**src/rtl/sum_scale_pipe_pkg.sv**
```systemverilog
// Shared width helper and the doubling/saturation rule for the sum-and-scale pipeline.
package sum_scale_pipe_pkg;

    // Widest result the doubling function handles; narrower data is zero-extended into it.
    localparam int DW_MAX = 64;

    function automatic int out_w_default(input int in_w, input int stages);
        return in_w + 2 + stages;
    endfunction

    // Returns {doubled value, overflow event}. Only the low w bits of data are meaningful.
    function automatic logic [DW_MAX:0] dbl_sat(input logic [DW_MAX-1:0] data,
                                                input logic             sat,
                                                input int               w);
        logic [DW_MAX-1:0] mask;
        logic [DW_MAX-1:0] top;
        logic [DW_MAX-1:0] res;
        logic              ev;
        mask = {DW_MAX{1'b1}} >> (DW_MAX - w);
        top  = mask & ~(mask >> 1);
        res  = (data << 1) & mask;
        ev   = 1'b0;
        if ((data & top) != '0) begin
            if (sat) begin
                // An already-clamped value passes through without counting as a new overflow
                res = mask;
                ev  = ((data & mask) != mask);
            end else begin
                ev  = 1'b1;
            end
        end
        return {res, ev};
    endfunction

endpackage

```
**src/rtl/sum_scale_pipe_stage.sv**
```systemverilog
// One elastic register slice: accepts a beat from the previous stage and stores it doubled.
module scale_pipe_stage
    import sum_scale_pipe_pkg::*;
#(
    parameter int OUT_W = 11
) (
    input  logic             clk,
    input  logic             rst_n,
    input  logic             flush,
    input  logic             up_valid,
    output logic             up_ready,
    input  logic [OUT_W-1:0] up_data,
    input  logic             up_sat,
    output logic             dn_valid,
    input  logic             dn_ready,
    output logic [OUT_W-1:0] dn_data,
    output logic             dn_sat,
    output logic             ovf_evt
);

    logic [DW_MAX:0] dbl;
    logic            load;

    assign dbl      = dbl_sat(DW_MAX'(up_data), up_sat, OUT_W);
    assign up_ready = !dn_valid | dn_ready;
    assign load     = up_valid & up_ready & !flush;
    assign ovf_evt  = load & dbl[0];

    always_ff @(posedge clk or negedge rst_n) begin
        if (!rst_n) begin
            dn_valid <= 1'b0;
            dn_data  <= '0;
            dn_sat   <= 1'b0;
        end else begin
            if (flush) begin
                dn_valid <= 1'b0;
            end else if (up_ready) begin
                dn_valid <= up_valid;
            end
            if (load) begin
                dn_data <= dbl[OUT_W:1];
                dn_sat  <= up_sat;
            end
        end
    end

endmodule

```
**src/rtl/sum_scale_pipe.sv**
```systemverilog
// Elastic pipeline computing (a+b+c)*2^STAGES with per-beat wrap/saturate, flush,
// occupancy tracking and a sticky overflow flag.
module sum_scale_pipe
    import sum_scale_pipe_pkg::*;
#(
    parameter int IN_W   = 5,
    parameter int STAGES = 4,
    parameter int OUT_W  = out_w_default(IN_W, STAGES),
    parameter int OCC_W  = $clog2(STAGES + 2)
) (
    input  logic             clk,
    input  logic             rst_n,
    input  logic             flush,
    input  logic             in_valid,
    output logic             in_ready,
    input  logic [IN_W-1:0]  a,
    input  logic [IN_W-1:0]  b,
    input  logic [IN_W-1:0]  c,
    input  logic             sat_en,
    output logic             out_valid,
    input  logic             out_ready,
    output logic [OUT_W-1:0] sum,
    output logic [OCC_W-1:0] occupancy,
    output logic             ovf
);

    logic             vld   [0:STAGES];
    logic             sat_q [0:STAGES];
    logic [OUT_W-1:0] data  [0:STAGES];
    logic             rdy   [0:STAGES+1];
    logic             evt   [1:STAGES];
    logic             evt_any;
    logic [IN_W+1:0]  sum3;
    logic [OUT_W-1:0] d0_next;
    logic             in_xfer;
    logic             out_xfer;

    assign sum3 = {2'b00, a} + {2'b00, b} + {2'b00, c};

    always_comb begin
        d0_next            = '0;
        d0_next[IN_W+1:0]  = sum3;
    end

    assign rdy[STAGES+1] = out_ready;
    assign rdy[0]        = !vld[0] | rdy[1];
    assign in_ready      = rdy[0] & !flush;
    assign in_xfer       = in_valid & in_ready;
    assign out_xfer      = vld[STAGES] & out_ready;

    // stage 0: exact three-operand sum
    always_ff @(posedge clk or negedge rst_n) begin
        if (!rst_n) begin
            vld[0]   <= 1'b0;
            data[0]  <= '0;
            sat_q[0] <= 1'b0;
        end else begin
            if (flush) begin
                vld[0] <= 1'b0;
            end else if (rdy[0]) begin
                vld[0] <= in_valid;
            end
            if (in_xfer) begin
                data[0]  <= d0_next;
                sat_q[0] <= sat_en;
            end
        end
    end

    // stages 1..STAGES: one doubling each
    for (genvar k = 1; k <= STAGES; k++) begin : g_stage
        scale_pipe_stage #(.OUT_W(OUT_W)) u_stage (
            .clk      (clk),
            .rst_n    (rst_n),
            .flush    (flush),
            .up_valid (vld[k-1]),
            .up_ready (rdy[k]),
            .up_data  (data[k-1]),
            .up_sat   (sat_q[k-1]),
            .dn_valid (vld[k]),
            .dn_ready (rdy[k+1]),
            .dn_data  (data[k]),
            .dn_sat   (sat_q[k]),
            .ovf_evt  (evt[k])
        );
    end

    always_comb begin
        evt_any = 1'b0;
        for (int k = 1; k <= STAGES; k++) begin
            evt_any = evt_any | evt[k];
        end
    end

    assign out_valid = vld[STAGES];
    assign sum       = data[STAGES];

    always_ff @(posedge clk or negedge rst_n) begin
        if (!rst_n) begin
            occupancy <= '0;
            ovf       <= 1'b0;
        end else if (flush) begin
            occupancy <= '0;
            ovf       <= 1'b0;
        end else begin
            if (in_xfer && !out_xfer) begin
                occupancy <= occupancy + OCC_W'(1);
            end else if (!in_xfer && out_xfer) begin
                occupancy <= occupancy - OCC_W'(1);
            end
            if (evt_any) begin
                ovf <= 1'b1;
            end
        end
    end

endmodule

```
**config.mk**
```make
export PLATFORM = sky130hd
export DESIGN_NAME = sum_scale_pipe
export DESIGN_NICKNAME = d
export VERILOG_FILES = /design/src/rtl/sum_scale_pipe_pkg.sv /design/src/rtl/sum_scale_pipe_stage.sv /design/src/rtl/sum_scale_pipe.sv
export SDC_FILE = /design/constraint.sdc
export NUM_CORES = 1
export LEC_CHECK = 0
export ABC_CLOCK_PERIOD_IN_PS = 2800
export CAP_MARGIN = 30
export CORE_ASPECT_RATIO = 0.6
export CORE_UTILIZATION = 45
export DETAILED_ROUTE_END_ITERATION = 10
export PLACE_DENSITY = 0.8
export SLEW_MARGIN = 20
export SYNTH_ARGS = -nofsm -noshare
export SYNTH_HDL_FRONTEND = slang
export SYNTH_SLANG_ARGS = --single-unit
```
**constraint.sdc**
```tcl
create_clock -name clk -period 2.8 [get_ports clk]
set_clock_uncertainty 0.15 [all_clocks]
set_input_delay 0.28 -clock clk [delete_from_list [all_inputs] [get_ports clk]]
set_output_delay 0.28 -clock clk [all_outputs]
set_load 0.02 [all_outputs]
```
==> run metrics <==
Num CTS Buffers 5; FF-to-FF path depth 8; drt first pass iters 4; htree depth 2; Post-CTS Setup Inserts 0; peak supply drop about 0.00028 V; Mapped Avg Cell Area roughly 13 µm²; sw frac 25.3%; max-slew violations 0; routed len/inst around 14 µm; Die Ht ~56 µm; top post-synthesis cells by area dfrtp_1 49%, mux2_4 9.6%, fa_1 6.4%; first-pass GRT wire length just over 6000 µm; Tot Pwr 1.85 mW; cell family with most CP delay buffers and inverters; antenna-violating nets left 0; post-synthesis sequential area ratio roughly 49%; total power per unit cell area approximately 700 mW/mm²; Initial Utilization between 40% and 50%; post-route minimum period between 2000 and 2500 ps; initial antenna violation count 0; synthesized cell area 0.00219 mm²; DIE WIDTH roughly 90 µm; Std-Cell Rows 19; Slowest-stage cell, CP clkdlybuf4s50_1; CTS Hold Buffers Added 1; endpoints failing hold 0; Area Growth Syn to Fin 20.8%; reg2reg end occupancy[2]$_DFFE_PN0P_; Critical R2R Launch g_stage[4].u_stage.dn_valid$_DFFE_PN0P_; Resized Gates After CTS 0; Yosys warning count 0; Max Freq about 420 MHz; GRT overflow 0; vias in the first global route 1302; Buf+Inv Stages, Crit Path 3; Yosys top cell area share between 40% and 50%; most used cell along the critical path clkdlybuf4s50_1; clock transition at the registers of the reported paths roughly 80 ps; Yosys top cell by area dfrtp_1; share of cells above drive strength 1 approximately a fifth; worst skew pair latency 300 ps; Comb pwr share between 20% and 30%; Nets around 230; total wire length around 3600 µm; Synth cell types 36; crit path DAT between 1500 and 2000 ps; Setup crit end kind primary output; dpl cell area about 0.0025 mm²; Tot GR Track Use approximately 16%; die area 0.00515 mm²; P_leak around 1.2 nW; GRT met3 Usage about 6%; grt met1 use between 20% and 30%; Vias ~1300; Startpoint Class input pin; core box area about 0.0046 mm²; Pint 1.38 mW; dpl cells 254; Sinks on Clock Net 43; status complete, no violations; number of diodes 0; gr busiest metal met2; Placer Congestion around 0.80; largest net degree at the start of global routing 44; max cap viols 0; CTS root buffer clkbuf_8; CTS tree yes; Final TNS setup 0 ps; # port buffers 31; Crit path largest cell delay 640 ps; fin crit share 85.5%; post-DP HPWL 2710 µm; io pins 38; worst-path cell chain clkdlybuf4s50_1, buf_4, and4b_4, a31oi_1, clkdlybuf4s50_1; CP max FO 6; min-delay worst type input pin to async pin; Cells after Synth 170; Setup CP Type input pin to primary output; hold slack around 240 ps; CP Data Required Time 2370 ps; post-route insts no fill 264; DR vias/cell ~5; Seq cells post-synth 43; Final Cell Area 0.00264 mm²; Starting DRT DRC Count 37; endpoints failing setup 0; Clock Path Buffers 2; R2R setup slack 480 ps; # DRC 0; Net Sw Power 468 µW; met2 GRT Util between 20% and 30%; Sequential Power Share between 40% and 50%; RSZ-0062 raised after global routing no; Clk network pwr share 30.9%
-- layer usage --
metal | wire length [µm] | vias to the layer above | part of all wire, %
met4 | 64 | 0 | 1.8
met3 | 272 | 8 | 7.5
met2 | 1600 | 55 | 44
met1 | 1670 | 630 | 46
li1 | - | 633 | -
met5 | 0 | - | 0
-- registers in the layout, summed over array words and instances (netlist names) --
| signal | count |
|---|---|
| occupancy | 3 |
| data | 7 |
| g_stage.u_stage.dn_valid | 4 |
| vld | 1 |
| g_stage.u_stage.dn_data | 28 |
-- layout by cell type (no fill, tap or decap), drive strengths merged, types with 4 or more instances in the layout --
master          n
nand3           6
ha              4
mux2           31
nand2          10
clkdlybuf4s50  30
buf             5
nor2            8
clkbuf          5
conb            5
dfrtp          43
o21ai           6
fa              7
inv             8
a21oi           9
-- kinds of logic (layout without fill, tap and decap cells) --
logic type / count (synthesis) / after routing / synth area share, %
compound gates: 24 / 24 / 6.69
xor+xnor: 3 / 3 / 1.20
fa+ha+maj: 11 / 11 / 8.70
buf+inv: 25 / 52 / 7.44
flops: 43 / 43 / 49.2
mux: 31 / 31 / 18.4
other cells: 1 / 5 / 0.171
simple gates: 32 / 32 / 8.24
-- Yosys cell counts --
cell	instances
dfrtp_1	43
mux2_4	14
buf_4	12
mux2_1	10
nand2_1	10
a21oi_1	9
inv_1	8
nor2_1	8
fa_1	7
mux2_2	7
nand3_1	5
o21ai_1	5
ha_1	4
buf_6	3
a211oi_1	2
a21o_1	2
xnor2_1	2
a21boi_0	1
a31oi_1	1
and3_1	1
and4b_4	1
buf_2	1
clkbuf_1	1
conb_1	1
nand3_2	1
nand4_1	1
nand4b_2	1
nor2b_2	1
nor3b_2	1
o211ai_1	1
o211ai_2	1
o21ai_0	1
o31ai_1	1
or3_1	1
or3b_1	1
xor2_1	1
-- power by group through the flow --
| stage | Sequential [mW] | Combinational [mW] | Clock [mW] |
|---|---|---|---|
| floorplan | 0.864 | 0.294 | 0 |
| global placement | 0.887 | 0.369 | 0 |
| detailed placement | 0.901 | 0.390 | 0 |
| CTS | 0.889 | 0.396 | 0.588 |
| global route | 0.907 | 0.434 | 0.617 |
| finish | 0.884 | 0.393 | 0.571 |
-- worst max-delay path by stage --
stage | cells after the start | start | endpoint | slack [ps]
6_report | 5 | out_ready | in_ready | 410
4_1_cts | 5 | out_ready | in_ready | 410
5_1_grt | 8 | a[1] | data[49]$_DFFE_PN0P_ | 300
3_3_place_gp | 8 | a[1] | data[49]$_DFFE_PN0P_ | 140
3_5_place_dp | 8 | a[1] | data[49]$_DFFE_PN0P_ | 110
2_1_floorplan | 7 | g_stage[4].u_stage.dn_valid$_DFFE_PN0P_ | occupancy[1]$_DFFE_PN0P_ | 350
-- area by class of cell --
cell class              instances  area [µm²]
multi-input cells             106         963
clock inverters                 3        67.6
inverters                       8        30.0
well taps                      63        78.8
repair buffers                 36         358
clock buffers                   5        68.8
fillers                       394        1970
flip-flops and latches         43        1080
-- worst reg2reg max path: cells and delay by family, from the launching register on --
kind                       cells  cell delay (ps)
AOI/OAI and AO/OA              6              910
adders and majority gates      1              400
DFF                            1              520
and+or+nand+nor                1              270
-- through the flow --
step / worst slack [ps] / utilization (%)
after floorplan: 347 / -
after global placement: 139 / 53.7
after detailed placement: 109 / 53.7
after CTS: 410 / 56.9
after global routing: 299 / 57.3
final: 407 / 57.3
Power figures use the tool's default switching activity.
